$ cat src/rtl/t08_mmio_arbiter_pkg.sv
// Shared types and constants for the two-requester MMIO arbiter.
package t08_mmio_arb_pkg;

  typedef enum logic [1:0] {
    IDLE  = 2'd0,
    ISSUE = 2'd1,
    WAIT  = 2'd2,
    RESP  = 2'd3
  } state_t;

  typedef enum logic {
    OWN_F = 1'b0,
    OWN_D = 1'b1
  } owner_t;

  localparam logic [31:0] ERR_WORD_DEFAULT = 32'hDEAD_BEEF;

endpackage

$ cat src/rtl/t08_mmio_arbiter_if.sv
// MMIO command/response bus. master = arbiter side, slave = MMIO target side.
interface t08_mmio_arbiter_if;
  logic        mmio_read_o;
  logic        mmio_write_o;
  logic [31:0] mmio_addr_o;
  logic [31:0] mmio_wdata_o;
  logic [31:0] mmio_rdata_i;
  logic        mmio_busy_i;
  logic        mmio_done_i;

  modport master (
    output mmio_read_o, mmio_write_o, mmio_addr_o, mmio_wdata_o,
    input  mmio_rdata_i, mmio_busy_i, mmio_done_i
  );

  modport slave (
    input  mmio_read_o, mmio_write_o, mmio_addr_o, mmio_wdata_o,
    output mmio_rdata_i, mmio_busy_i, mmio_done_i
  );
endinterface

$ cat src/rtl/t08_arb_timeout.sv
// Saturating WAIT-cycle counter; expired_o flags that TIMEOUT cycles have elapsed.
module t08_arb_timeout #(
  parameter int unsigned TIMEOUT = 255,
  localparam int unsigned CW = $clog2(TIMEOUT + 1)
) (
  input  logic          clk,
  input  logic          rst,
  input  logic          clr_i,
  input  logic          load_i,
  input  logic [CW-1:0] load_val_i,
  input  logic          en_i,
  output logic          expired_o
);

  logic [CW-1:0] cnt_q, cnt_d;

  // Next count: clear beats load beats increment; increment stops at TIMEOUT.
  always_comb begin
    cnt_d = cnt_q;
    if (clr_i) begin
      cnt_d = {CW{1'b0}};
    end else if (load_i) begin
      cnt_d = load_val_i;
    end else if (en_i && (cnt_q != CW'(TIMEOUT))) begin
      cnt_d = cnt_q + CW'(1);
    end else begin
      cnt_d = cnt_q;
    end
  end

  // Counter register.
  always_ff @(posedge clk or posedge rst) begin
    if (rst) begin
      cnt_q <= {CW{1'b0}};
    end else begin
      cnt_q <= cnt_d;
    end
  end

  assign expired_o = (cnt_q == CW'(TIMEOUT));

endmodule

$ cat src/rtl/t08_mmio_arbiter.sv
// Arbitrates the single MMIO port between fetch (F) and data (D) requesters.
// D has priority; F is forced after STARVE_LIMIT consecutive D grants while F waits.
module t08_mmio_arbiter
  import t08_mmio_arb_pkg::*;
#(
  parameter int unsigned STARVE_LIMIT = 4,
  parameter int unsigned TIMEOUT      = 255,
  parameter logic [31:0] ERR_WORD     = ERR_WORD_DEFAULT
) (
  input  logic        clk,
  input  logic        rst,
  input  logic        f_req_i,
  input  logic [31:0] f_addr_i,
  input  logic        d_req_i,
  input  logic        d_write_i,
  input  logic [31:0] d_addr_i,
  input  logic [31:0] d_wdata_i,
  output logic        f_done_o,
  output logic        d_done_o,
  output logic [31:0] rdata_o,
  output logic        err_o,
  output logic        busy_o,
  t08_mmio_arbiter_if.master mmio
);

  localparam int unsigned SW = $clog2(STARVE_LIMIT + 1);
  localparam int unsigned TW = $clog2(TIMEOUT + 1);

  state_t        state_q, state_d;
  owner_t        owner_q, owner_d;
  logic [31:0]   addr_q, addr_d;
  logic [31:0]   wdata_q, wdata_d;
  logic          write_q, write_d;
  logic [SW-1:0] starve_q, starve_d;
  logic [31:0]   rdata_q, rdata_d;
  logic          err_q, err_d;
  logic          issue_s;
  logic          tmo_clr_s, tmo_load_s, tmo_en_s, tmo_expired_s;

  t08_arb_timeout #(.TIMEOUT(TIMEOUT)) u_timeout (
    .clk        (clk),
    .rst        (rst),
    .clr_i      (tmo_clr_s),
    .load_i     (tmo_load_s),
    .load_val_i ({TW{1'b0}}),
    .en_i       (tmo_en_s),
    .expired_o  (tmo_expired_s)
  );

  // Next-state, request latching, starvation tracking and response capture.
  always_comb begin
    state_d    = state_q;
    owner_d    = owner_q;
    addr_d     = addr_q;
    wdata_d    = wdata_q;
    write_d    = write_q;
    starve_d   = starve_q;
    rdata_d    = rdata_q;
    err_d      = err_q;
    issue_s    = 1'b0;
    tmo_clr_s  = 1'b0;
    tmo_load_s = 1'b0;
    tmo_en_s   = 1'b0;
    case (state_q)
      IDLE: begin
        if (f_req_i && (!d_req_i || (starve_q == SW'(STARVE_LIMIT)))) begin
          owner_d  = OWN_F;
          addr_d   = f_addr_i;
          write_d  = 1'b0;
          wdata_d  = 32'd0;
          starve_d = {SW{1'b0}};
          state_d  = ISSUE;
        end else if (d_req_i) begin
          owner_d = OWN_D;
          addr_d  = d_addr_i;
          write_d = d_write_i;
          wdata_d = d_wdata_i;
          if (f_req_i && (starve_q != SW'(STARVE_LIMIT))) begin
            starve_d = starve_q + SW'(1);
          end else if (f_req_i) begin
            starve_d = starve_q;
          end else begin
            starve_d = {SW{1'b0}};
          end
          state_d = ISSUE;
        end else begin
          state_d = IDLE;
        end
      end
      ISSUE: begin
        if (!mmio.mmio_busy_i) begin
          issue_s    = 1'b1;
          tmo_load_s = 1'b1;
          state_d    = WAIT;
        end else begin
          state_d = ISSUE;
        end
      end
      WAIT: begin
        tmo_en_s = 1'b1;
        if (mmio.mmio_done_i) begin
          rdata_d = write_q ? 32'd0 : mmio.mmio_rdata_i;
          err_d   = 1'b0;
          state_d = RESP;
        end else if (tmo_expired_s) begin
          rdata_d = write_q ? 32'd0 : ERR_WORD;
          err_d   = 1'b1;
          state_d = RESP;
        end else begin
          state_d = WAIT;
        end
      end
      RESP: begin
        tmo_clr_s = 1'b1;
        rdata_d   = 32'd0;
        err_d     = 1'b0;
        state_d   = IDLE;
      end
      default: begin
        state_d = IDLE;
      end
    endcase
  end

  // State and latched-request registers.
  always_ff @(posedge clk or posedge rst) begin
    if (rst) begin
      state_q  <= IDLE;
      owner_q  <= OWN_F;
      addr_q   <= 32'd0;
      wdata_q  <= 32'd0;
      write_q  <= 1'b0;
      starve_q <= {SW{1'b0}};
      rdata_q  <= 32'd0;
      err_q    <= 1'b0;
    end else begin
      state_q  <= state_d;
      owner_q  <= owner_d;
      addr_q   <= addr_d;
      wdata_q  <= wdata_d;
      write_q  <= write_d;
      starve_q <= starve_d;
      rdata_q  <= rdata_d;
      err_q    <= err_d;
    end
  end

  // Outputs decode from registered state, so reset clears them immediately.
  assign busy_o            = (state_q != IDLE);
  assign f_done_o          = (state_q == RESP) && (owner_q == OWN_F);
  assign d_done_o          = (state_q == RESP) && (owner_q == OWN_D);
  assign rdata_o           = rdata_q;
  assign err_o             = err_q;
  assign mmio.mmio_read_o  = issue_s && !write_q;
  assign mmio.mmio_write_o = issue_s && write_q;
  assign mmio.mmio_addr_o  = ((state_q == ISSUE) || (state_q == WAIT)) ? addr_q : 32'd0;
  assign mmio.mmio_wdata_o = ((state_q == ISSUE) || (state_q == WAIT)) ? wdata_q : 32'd0;

endmodule

$ cat src/flat_wrapper.sv
// flat-port wrapper written by rule: the top's interface ports become plain ports
module t08_mmio_arbiter_flat import t08_mmio_arb_pkg::*;
#(
  parameter int unsigned STARVE_LIMIT = 4,
  parameter int unsigned TIMEOUT      = 255,
  parameter logic [31:0] ERR_WORD     = ERR_WORD_DEFAULT
)
  (clk, rst, f_req_i, f_addr_i, d_req_i, d_write_i, d_addr_i, d_wdata_i, f_done_o, d_done_o, rdata_o, err_o, busy_o, mmio_mmio_read_o, mmio_mmio_write_o, mmio_mmio_addr_o, mmio_mmio_wdata_o, mmio_mmio_rdata_i, mmio_mmio_busy_i, mmio_mmio_done_i);
  t08_mmio_arbiter_if mmio_i ();
  input  logic clk;
  input  logic rst;
  input  logic f_req_i;
  input  logic [31:0] f_addr_i;
  input  logic d_req_i;
  input  logic d_write_i;
  input  logic [31:0] d_addr_i;
  input  logic [31:0] d_wdata_i;
  output logic f_done_o;
  output logic d_done_o;
  output logic [31:0] rdata_o;
  output logic err_o;
  output logic busy_o;
  output wire logic [$bits(mmio_i.mmio_read_o)-1:0] mmio_mmio_read_o;
  output wire logic [$bits(mmio_i.mmio_write_o)-1:0] mmio_mmio_write_o;
  output wire logic [$bits(mmio_i.mmio_addr_o)-1:0] mmio_mmio_addr_o;
  output wire logic [$bits(mmio_i.mmio_wdata_o)-1:0] mmio_mmio_wdata_o;
  input wire logic [$bits(mmio_i.mmio_rdata_i)-1:0] mmio_mmio_rdata_i;
  input wire logic [$bits(mmio_i.mmio_busy_i)-1:0] mmio_mmio_busy_i;
  input wire logic [$bits(mmio_i.mmio_done_i)-1:0] mmio_mmio_done_i;
  assign mmio_mmio_read_o = mmio_i.mmio_read_o;
  assign mmio_mmio_write_o = mmio_i.mmio_write_o;
  assign mmio_mmio_addr_o = mmio_i.mmio_addr_o;
  assign mmio_mmio_wdata_o = mmio_i.mmio_wdata_o;
  assign mmio_i.mmio_rdata_i = mmio_mmio_rdata_i;
  assign mmio_i.mmio_busy_i = mmio_mmio_busy_i;
  assign mmio_i.mmio_done_i = mmio_mmio_done_i;
  t08_mmio_arbiter #(.STARVE_LIMIT(STARVE_LIMIT), .TIMEOUT(TIMEOUT), .ERR_WORD(ERR_WORD)) u_core (.clk(clk), .rst(rst), .f_req_i(f_req_i), .f_addr_i(f_addr_i), .d_req_i(d_req_i), .d_write_i(d_write_i), .d_addr_i(d_addr_i), .d_wdata_i(d_wdata_i), .f_done_o(f_done_o), .d_done_o(d_done_o), .rdata_o(rdata_o), .err_o(err_o), .busy_o(busy_o), .mmio(mmio_i));
endmodule
$ cat config.mk
export PLATFORM = sky130hd
export DESIGN_NAME = t08_mmio_arbiter_flat
export DESIGN_NICKNAME = d
export VERILOG_FILES = /design/src/rtl/t08_mmio_arbiter_pkg.sv /design/src/rtl/t08_mmio_arbiter_if.sv /design/src/rtl/t08_arb_timeout.sv /design/src/rtl/t08_mmio_arbiter.sv /design/src/flat_wrapper.sv
export SDC_FILE = /design/constraint.sdc
export NUM_CORES = 1
export LEC_CHECK = 0
export CAP_MARGIN = 20
export CELL_PAD_IN_SITES_DETAIL_PLACEMENT = 2
export CELL_PAD_IN_SITES_GLOBAL_PLACEMENT = 2
export CORE_ASPECT_RATIO = 0.7
export CORE_UTILIZATION = 22
export DETAILED_ROUTE_END_ITERATION = 10
export PLACE_DENSITY = 0.71
export SYNTH_ARGS = -nofsm -noshare
export SYNTH_HDL_FRONTEND = slang
export SYNTH_HIERARCHICAL = 1
export SYNTH_SLANG_ARGS = --single-unit
$ cat constraint.sdc
create_clock -name clk -period 3.19 [get_ports clk]
set_clock_uncertainty 0.1 [all_clocks]
set_input_delay 0.4785 -clock clk [delete_from_list [all_inputs] [get_ports clk]]
set_output_delay 0.4785 -clock clk [all_outputs]
set_load 0.01 [all_outputs]
-- Word level (Yosys, flattened, before mapping)
Cells that the tools add are included.
- add/subtract/negate cells: 2
- eq/ne operators: 9
- muxes and demuxes: 35
- bitwise gates (word level): 1
- reduce and logical (&&, ||, !) cells: 19
- operators with widths (operator ; number):
    $mux W32 ; 10
    $pmux W32 S2 ; 1
    $mux W8 ; 3
    $mux W1 ; 12
    $mux W3 ; 4
    $add A8 B1 Y8 const B ; 1
    $eq A8 B8 Y1 const B ; 1
    $ne A8 B8 Y1 const B ; 1
    $pmux W2 S4 ; 1
    $logic_and A1 B1 Y1 ; 7
    $mux W2 ; 3
    $reduce_bool A2 Y1 ; 3
    $eq A2 B2 Y1 const B ; 2
    $reduce_and A2 Y1 ; 2
    $add A3 B1 Y3 const B ; 1
    $eq A3 B3 Y1 const B ; 1
    $ne A3 B1 Y1 const B ; 1
    $ne A3 B2 Y1 const B ; 1
    $ne A3 B3 Y1 const B ; 1
    $reduce_and A3 Y1 ; 1
    $reduce_bool A3 Y1 ; 1
    $eq A2 B1 Y1 const B ; 1
    $logic_not A1 Y1 ; 2
    $logic_not A2 Y1 ; 1
    3 further kinds ; 4
- flip-flop bits (word level): 112
- input port bits: 135
- output and inout bits: 102

-- Longest topological paths before layout
Gate-level depths: netlist of run 1.
- depth in word-level cells: 6
- mapped depth: 8

-- By module
The synthesis of run 1 kept the hierarchy.
- by module, submodules not included (module ; instances ; cells each ; area each (sq um)):
    t08_mmio_arbiter ; 1 ; 592 ; 5410.2
    t08_arb_timeout ; 1 ; 59 ; 494.2

-- Least setup slack after synthesis of run 1
OpenSTA, ideal clock, no wires.
- kind: register to register
- start: register u_core.u_timeout.cnt_q[0]
- end: register u_core.rdata_q[10] (netlist: u_core/rdata_o[10])
- setup time: 0.125 ns
- arrival time: 1.874 ns
- data required time: 2.965 ns
- path slack: 1.091 ns
- stages on the path, launching flop included: 8
- period minus slack after synthesis: 2.099 ns
- cells stage by stage: dfrtp_1 > ha_1 > nand4_2 > nor2_1 > nor2_1 > a21oi_2 > buf_2 > mux2_2
- longest elaborated chain between the ends: 3
- RTL lines (item ; line ; RTL):
    from (decl) ; t08_arb_timeout.sv:15 ; logic [CW-1:0] cnt_q, cnt_d;
    from (signal assigned) ; t08_arb_timeout.sv:34 ; cnt_q <= {CW{1'b0}};
    from (signal assigned) ; t08_arb_timeout.sv:36 ; cnt_q <= cnt_d;
    $eq A8 B8 Y1 ; t08_arb_timeout.sv:40 ; assign expired_o = (cnt_q == CW'(TIMEOUT));
    via u_core.tmo_expired_s ; t08_mmio_arbiter.sv:38 ; logic tmo_clr_s, tmo_load_s, tmo_en_s, tmo_expired_s;
    $ne A3 B2 Y1 (no line) ; - ;
    $reduce_and A2 Y1 (no line) ; - ;
    to (signal assigned) ; t08_mmio_arbiter.sv:143 ; rdata_q <= rdata_d;
    to (decl) ; t08_mmio_arbiter.sv:35 ; logic [31:0] rdata_q, rdata_d;
The timed path passes the listed nets, and every way through them passes these cells.
A chain may end at the register's enable or synchronous reset.

-- Final worst setup path of run 1
- start: register u_core.state_q[0]
- end: output mmio_mmio_addr_o[17]
- longest elaborated chain between the ends: 3
- RTL lines (item ; line ; RTL):
    from (decl) ; t08_mmio_arbiter.sv:29 ; state_t state_q, state_d;
    from (signal assigned) ; t08_mmio_arbiter.sv:137 ; state_q <= state_d;
    $eq A2 B1 Y1 / $eq A2 B2 Y1 (equally long branches) ; t08_mmio_arbiter.sv:156 ; assign mmio.mmio_addr_o = ((state_q == ISSUE) || (state_q == WAIT)) ? addr_q : 32'd0;
    $logic_or A1 B1 Y1 * ; t08_mmio_arbiter.sv:156 ;
    $mux W32 * ; t08_mmio_arbiter.sv:156 ;
    to (decl) ; flat_wrapper.sv:25 ; output wire logic [$bits(mmio_i.mmio_addr_o)-1:0] mmio_mmio_addr_o;
Every way passes the cells marked *; elsewhere a longest branch is shown, timed or not.

==> flow_summary.toml, run 1 <==
[global_routing]
track_usage = 0.1663
grt_pass1_wl_mm = 35.74
grt_start_max_net_pins = 59
overflow = 0
grt_pass1_vias = 6179
antenna_found_initial = 0

[setup_path]
cp_top_family = "buffers and inverters"
cp-start-kind = "flip-flop"
critPathSlowestCell = "clkdlybuf4s50_1"
r2r_slack_ps = 950
cp_max_fo = 38
path_class = "reg2out"
critPathMaxStageDelay_ps = 620
crit_required_ps = 2610
critical_path.endpoint_type = "output pin"
cp_num_buf_inv = 3
cp.arrival_ps = 2320
crit_chain = "inv_1 > ha_2 > buf_4 > and2_1 > clkdlybuf4s50_1"

[synth]
synth-seq-cells = 112
synth.avg_cell_area_um2 = 9.070
yosysMostFrequentCell = "nand2_1"
yosysTopAreaCell = "dfrtp_1"
netlist_area_um2 = 5904
yosys_most_used_dff = "dfrtp_1"
synthDominantCellAreaShare = 0.4747
seq_area_frac_synth = 0.4747
synth-edff-count = 0
ys_types = 42
yosys_warnings = 6
synthCells = 651
synth_area_leaders = "dfrtp_1 (47%), nand2_1 (8.9%), and2_1 (7.0%), o211ai_2 (5.5%), mux2_2 (4.6%)"
async_flop_share = 1.000
synthTopCellsByCount = "nand2_1 (140), dfrtp_1 (112), and2_1 (66)"

[clock_network]
root_buffer = "clkbuf_16"
cts_max_level = 3
clkTransAtPathRegs_ps = 80
cts_sinks = 112
clk_path_buf_depth = 2
ctsResizeCount = 0
hold_buffers = 0
post_cts_buffers = 0
cts_tree = "yes"
insertion_delay_ps = 340
cts_made_buffers = 9

[power]
power.density_nw_per_um2 = 873.3
p_total_mw = 7.850
peakVddDrop_uv = 311.0
leakage_nw = 3.729

[final_layout]
n_fill_cell = 2911
fin_cells = 1237
num-nets-final = 1017
syn2layout_area_growth_pct = 52.24
utilization = 0.3458
drive_gt1_frac = 0.1115

[outcome]
run_status = "completed"

[die]
rows = 49
fp.dieArea_um2 = 27510
die_h_um = 139.1
coreArea_um2 = 25990
ioPinCount = 237
start_util = 0.2271
dieWidth_um = 197.8

[flow_run]
maxCapViolations = 0

[sta]
finalHoldWorstSlack_ps = 374.3
fin_setup_tns_ps = 0
slew_viol_final = 0
finalHoldViolCount = 0
worstMarginPinSlew_ps = 642.0
rsz0062_at_grt = "no"
fmax_mhz = 345.2
period_needed_ps = 2897
finalSetupViolCount = 0
slew_headroom = 0.5720
period_share = 0.9082

[placed_design]
hpwl_mm = 16.24
gp_congestion = 0.7196
place_inst = 1220
port_buffers = 236

[detailed_routing]
wl_per_cell_um = 18.24
num_vias = 5516
drc_errors = 0
ant_nets = 0
detail_route.iter0.violations = 173
wl_mm = 22.56
first_pass_iters = 4
viasPerCell = 4.459

[worst_hold_path]
holdCritPathClass = "in2async"
report_power, final:
part           switching (mW)  internal [mW]  total [mW]  leakage [nW]
clock network           0.576          0.560        1.14         0.137
registers               0.399           2.07        2.47          1.38
logic                    2.11           2.13        4.25          2.21
routing by layer:
metal / part of all wire / vias to the layer above / track usage
met4: 0.010 / 0 / 0.02448
met3: 0.064 / 16 / 0.04961
li1: - / 2621 / -
met1: 0.49 / 2731 / 0.2274
met5: 0 / - / 0
met2: 0.44 / 148 / 0.2622
final cells by class:
cell class,count,area [um2],share of cell area
clock buffers,11,242.7,0.02700
well taps,357,446.7,0.04969
inverters,42,161.4,0.01796
clock inverters,5,38.79,0.004315
diodes,1,2.502,0.0002784
repair buffers,256,2562,0.2851
flip-flops and latches,112,2803,0.3118
multi-input cells,453,2731,0.3039
state kept, by name, summed over array words and instances (netlist names), named ones only:
signal                  count
u_core/addr_q              32
u_core/rdata_o             32
u_core/wdata_q             32
u_core/u_timeout/cnt_q      8
u_core/starve_q             3
u_core/err_o                1
u_core/owner_q              1
u_core/state_q              1
u_core/write_q              1
stage by stage:
stage / instance area (um2) / worst slack, ps
floorplan: 5934 / 1091
global placement: 8705 / 640.2
detailed placement: 8705 / 630.9
CTS: 8986 / 218.1
global route: 8986 / 117.1
finish: 8989 / 292.8
cell usage in the layout, fill, tap and decap left out, drive strengths merged, types with 20 or more instances in the layout:
cell type      instances
mux2                  24
buf                   20
clkdlybuf4s50        236
inv                   43
dfrtp                112
and2                  67
o211ai                32
nand2                140
a21oi                 33
o21ai                 52
nand4                 44
final timing paths:
path,from,to,cells after the start
worst max register to register,u_core/u_timeout/cnt_q[0]$_DFFE_PP0P_,u_core/rdata_o[19]$_DFFE_PP0P_,8
min in group clk,u_core/wdata_q[12]$_DFFE_PP0P_,u_core/wdata_q[12]$_DFFE_PP0P_,2
worst min-delay path,rst,u_core/u_timeout/cnt_q[7]$_DFFE_PP0P_,2
worst min register to register,u_core/wdata_q[12]$_DFFE_PP0P_,u_core/wdata_q[12]$_DFFE_PP0P_,2
max in group asynchronous,rst,u_core/wdata_q[12]$_DFFE_PP0P_,3
worst max-delay path,u_core/state_q[0]$_DFF_PP0_,mmio_mmio_addr_o[17],5
cells by family after synthesis:
kind of cell             synth area share
AO/OA/AOI/OAI                      0.1545
XOR/XNOR                         0.001484
adder cells (fa/ha/maj)           0.01695
buffers and inverters             0.06908
flip-flops                         0.4747
multiplexers                      0.04577
other                           0.0006351
AND/OR/NAND/NOR                    0.2369
Power figures use the tool's default switching activity.
==> inputs of run 2 (changes only) <==
--- a/config.mk
+++ b/config.mk
@@ -9,8 +9,10 @@
 export CELL_PAD_IN_SITES_DETAIL_PLACEMENT = 2
 export CELL_PAD_IN_SITES_GLOBAL_PLACEMENT = 2
 export CORE_ASPECT_RATIO = 0.7
+export CORE_MARGIN = 10
 export CORE_UTILIZATION = 22
 export DETAILED_ROUTE_END_ITERATION = 10
+export HOLD_SLACK_MARGIN = 0.02
 export PLACE_DENSITY = 0.71
 export SYNTH_ARGS = -nofsm -noshare
 export SYNTH_HDL_FRONTEND = slang
==> run 2 against run 1 <==
Against the previous run:
- first-iteration DRC count rose by 12%
- sequential share of layout area barely moved
- worst setup slack improved by 7.4 ps
- clock power barely moved
- maximum frequency rose by 0.26%
- cell count rose by 0.32%
- critical path depth did not move
- largest cell class unchanged
- highest routed layer is now met5
==> flow_summary.toml, run 2 (same netlist as run 1, synthesis figures left out) <==
[setup_path]
critPathMaxStageDelay_ps = 550
cp_num_buf_inv = 3
critPathSlowestCell = "clkdlybuf4s50_1"
crit_chain = "inv_1 > ha_4 > buf_12 > and2_1 > clkdlybuf4s50_1"
crit_required_ps = 2610
cp-start-kind = "flip-flop"
cp.arrival_ps = 2310
path_class = "reg2out"
cp_top_family = "buffers and inverters"
critical_path.endpoint_type = "output pin"
cp_max_fo = 48

[flow_run]
maxCapViolations = 0

[clock_network]
clk_path_buf_depth = 2
cts_sinks = 112
root_buffer = "clkbuf_16"
insertion_delay_ps = 370
hold_buffers = 0
cts_made_buffers = 9
cts_max_level = 3
post_cts_buffers = 0
cts_tree = "yes"
ctsResizeCount = 0
clkTransAtPathRegs_ps = 90

[final_layout]
multiInputGateArea_um2 = 2741
drive_gt1_frac = 0.1106
register_area_um2 = 2803
final_cell_mix = "clkdlybuf4s50_1 (236), nand2_1 (140), dfrtp_1 (112), and2_1 (66), nand4_1 (43)"
n_fill_cell = 2948
fin_cells = 1241
mostFrequentLayoutCell = "clkdlybuf4s50_1"
num-nets-final = 1015
utilization = 0.3386
diodes = 0
syn2layout_area_growth_pct = 52.47

[sta]
worstMarginPinSlew_ps = 903.5
fmax_mhz = 346.1
period_share = 0.9059
finalSetupViolCount = 0
period_needed_ps = 2890
fin_setup_tns_ps = 0
slew_viol_final = 0
slew_headroom = 0.3977
finalHoldWorstSlack_ps = 370.4
finalHoldViolCount = 0
rsz0062_at_grt = "no"

[detailed_routing]
num_vias = 5524
drc_errors = 0
ant_nets = 0
viasPerCell = 4.451
detail_route.iter0.violations = 194
first_pass_iters = 4
wl_per_cell_um = 19.73
wl_mm = 24.48

[die]
coreArea_um2 = 26590
fp.dieArea_um2 = 33900
die_h_um = 157.1
dieWidth_um = 215.8
rows = 50
ioPinCount = 237
start_util = 0.2221

[worst_hold_path]
holdCritPathClass = "in2async"

[placed_design]
place_inst = 1225
hpwl_mm = 17.99
gp_congestion = 0.7163
port_buffers = 236

[global_routing]
grt_start_max_net_pins = 67
track_usage = 0.1429
antenna_found_initial = 3
grt_pass1_wl_mm = 38.01
grt_pass1_vias = 6222
overflow = 0

[power]
leakage_nw = 3.724
peakVddDrop_uv = 336.0
power.density_nw_per_um2 = 882.5
p_total_mw = 7.944

[outcome]
run_status = "completed"
## run 2: final timing paths
check                                                      startpoint                               endpoint  slack, ps  cells after the start
worst max register to register  u_core/u_timeout/cnt_q[0]$_DFFE_PP0P_         u_core/rdata_o[15]$_DFFE_PP0P_        800                      8
max in group asynchronous                                         rst         u_core/rdata_o[27]$_DFFE_PP0P_       1880                      3
min in group clk                       u_core/wdata_q[28]$_DFFE_PP0P_         u_core/wdata_q[28]$_DFFE_PP0P_        380                      2
worst min register to register         u_core/wdata_q[28]$_DFFE_PP0P_         u_core/wdata_q[28]$_DFFE_PP0P_        380                      2
worst max-delay path                      u_core/state_q[0]$_DFF_PP0_                   mmio_mmio_wdata_o[4]        300                      5
worst min-delay path                                              rst  u_core/u_timeout/cnt_q[5]$_DFFE_PP0P_        370                      2
## run 2: area by class of cell
type | instances | area share
Inverter | 42 | 0.01793
Clock buffer | 11 | 0.02808
Sequential cell | 112 | 0.3113
Timing Repair Buffer | 254 | 0.2830
Tap cell | 364 | 0.05059
Clock inverter | 5 | 0.004587
Multi-Input combinational cell | 453 | 0.3045
## run 2: stage by stage
| stage | setup WS [ps] | cell area [um2] |
|---|---|---|
| global route | 104.8 | 9002 |
| CTS | 88.86 | 8992 |
| global placement | 529.8 | 8698 |
| detailed placement | 481.0 | 8698 |
| floorplan | 1091 | 5934 |
| finish | 300.3 | 9002 |
## run 2: where the power goes
group          internal (mW)  switching, mW
clock network          0.579          0.586
logic                   2.14           2.15
registers               2.07          0.419
## run 2: metal layers
layer	wire length (um)	global-route usage	vias to the layer above
met1	11020	0.1785	2748
met4	162	0.02507	4
met5	23	0	-
met2	11270	0.2293	138
li1	-	-	2621
met3	2005	0.05849	13
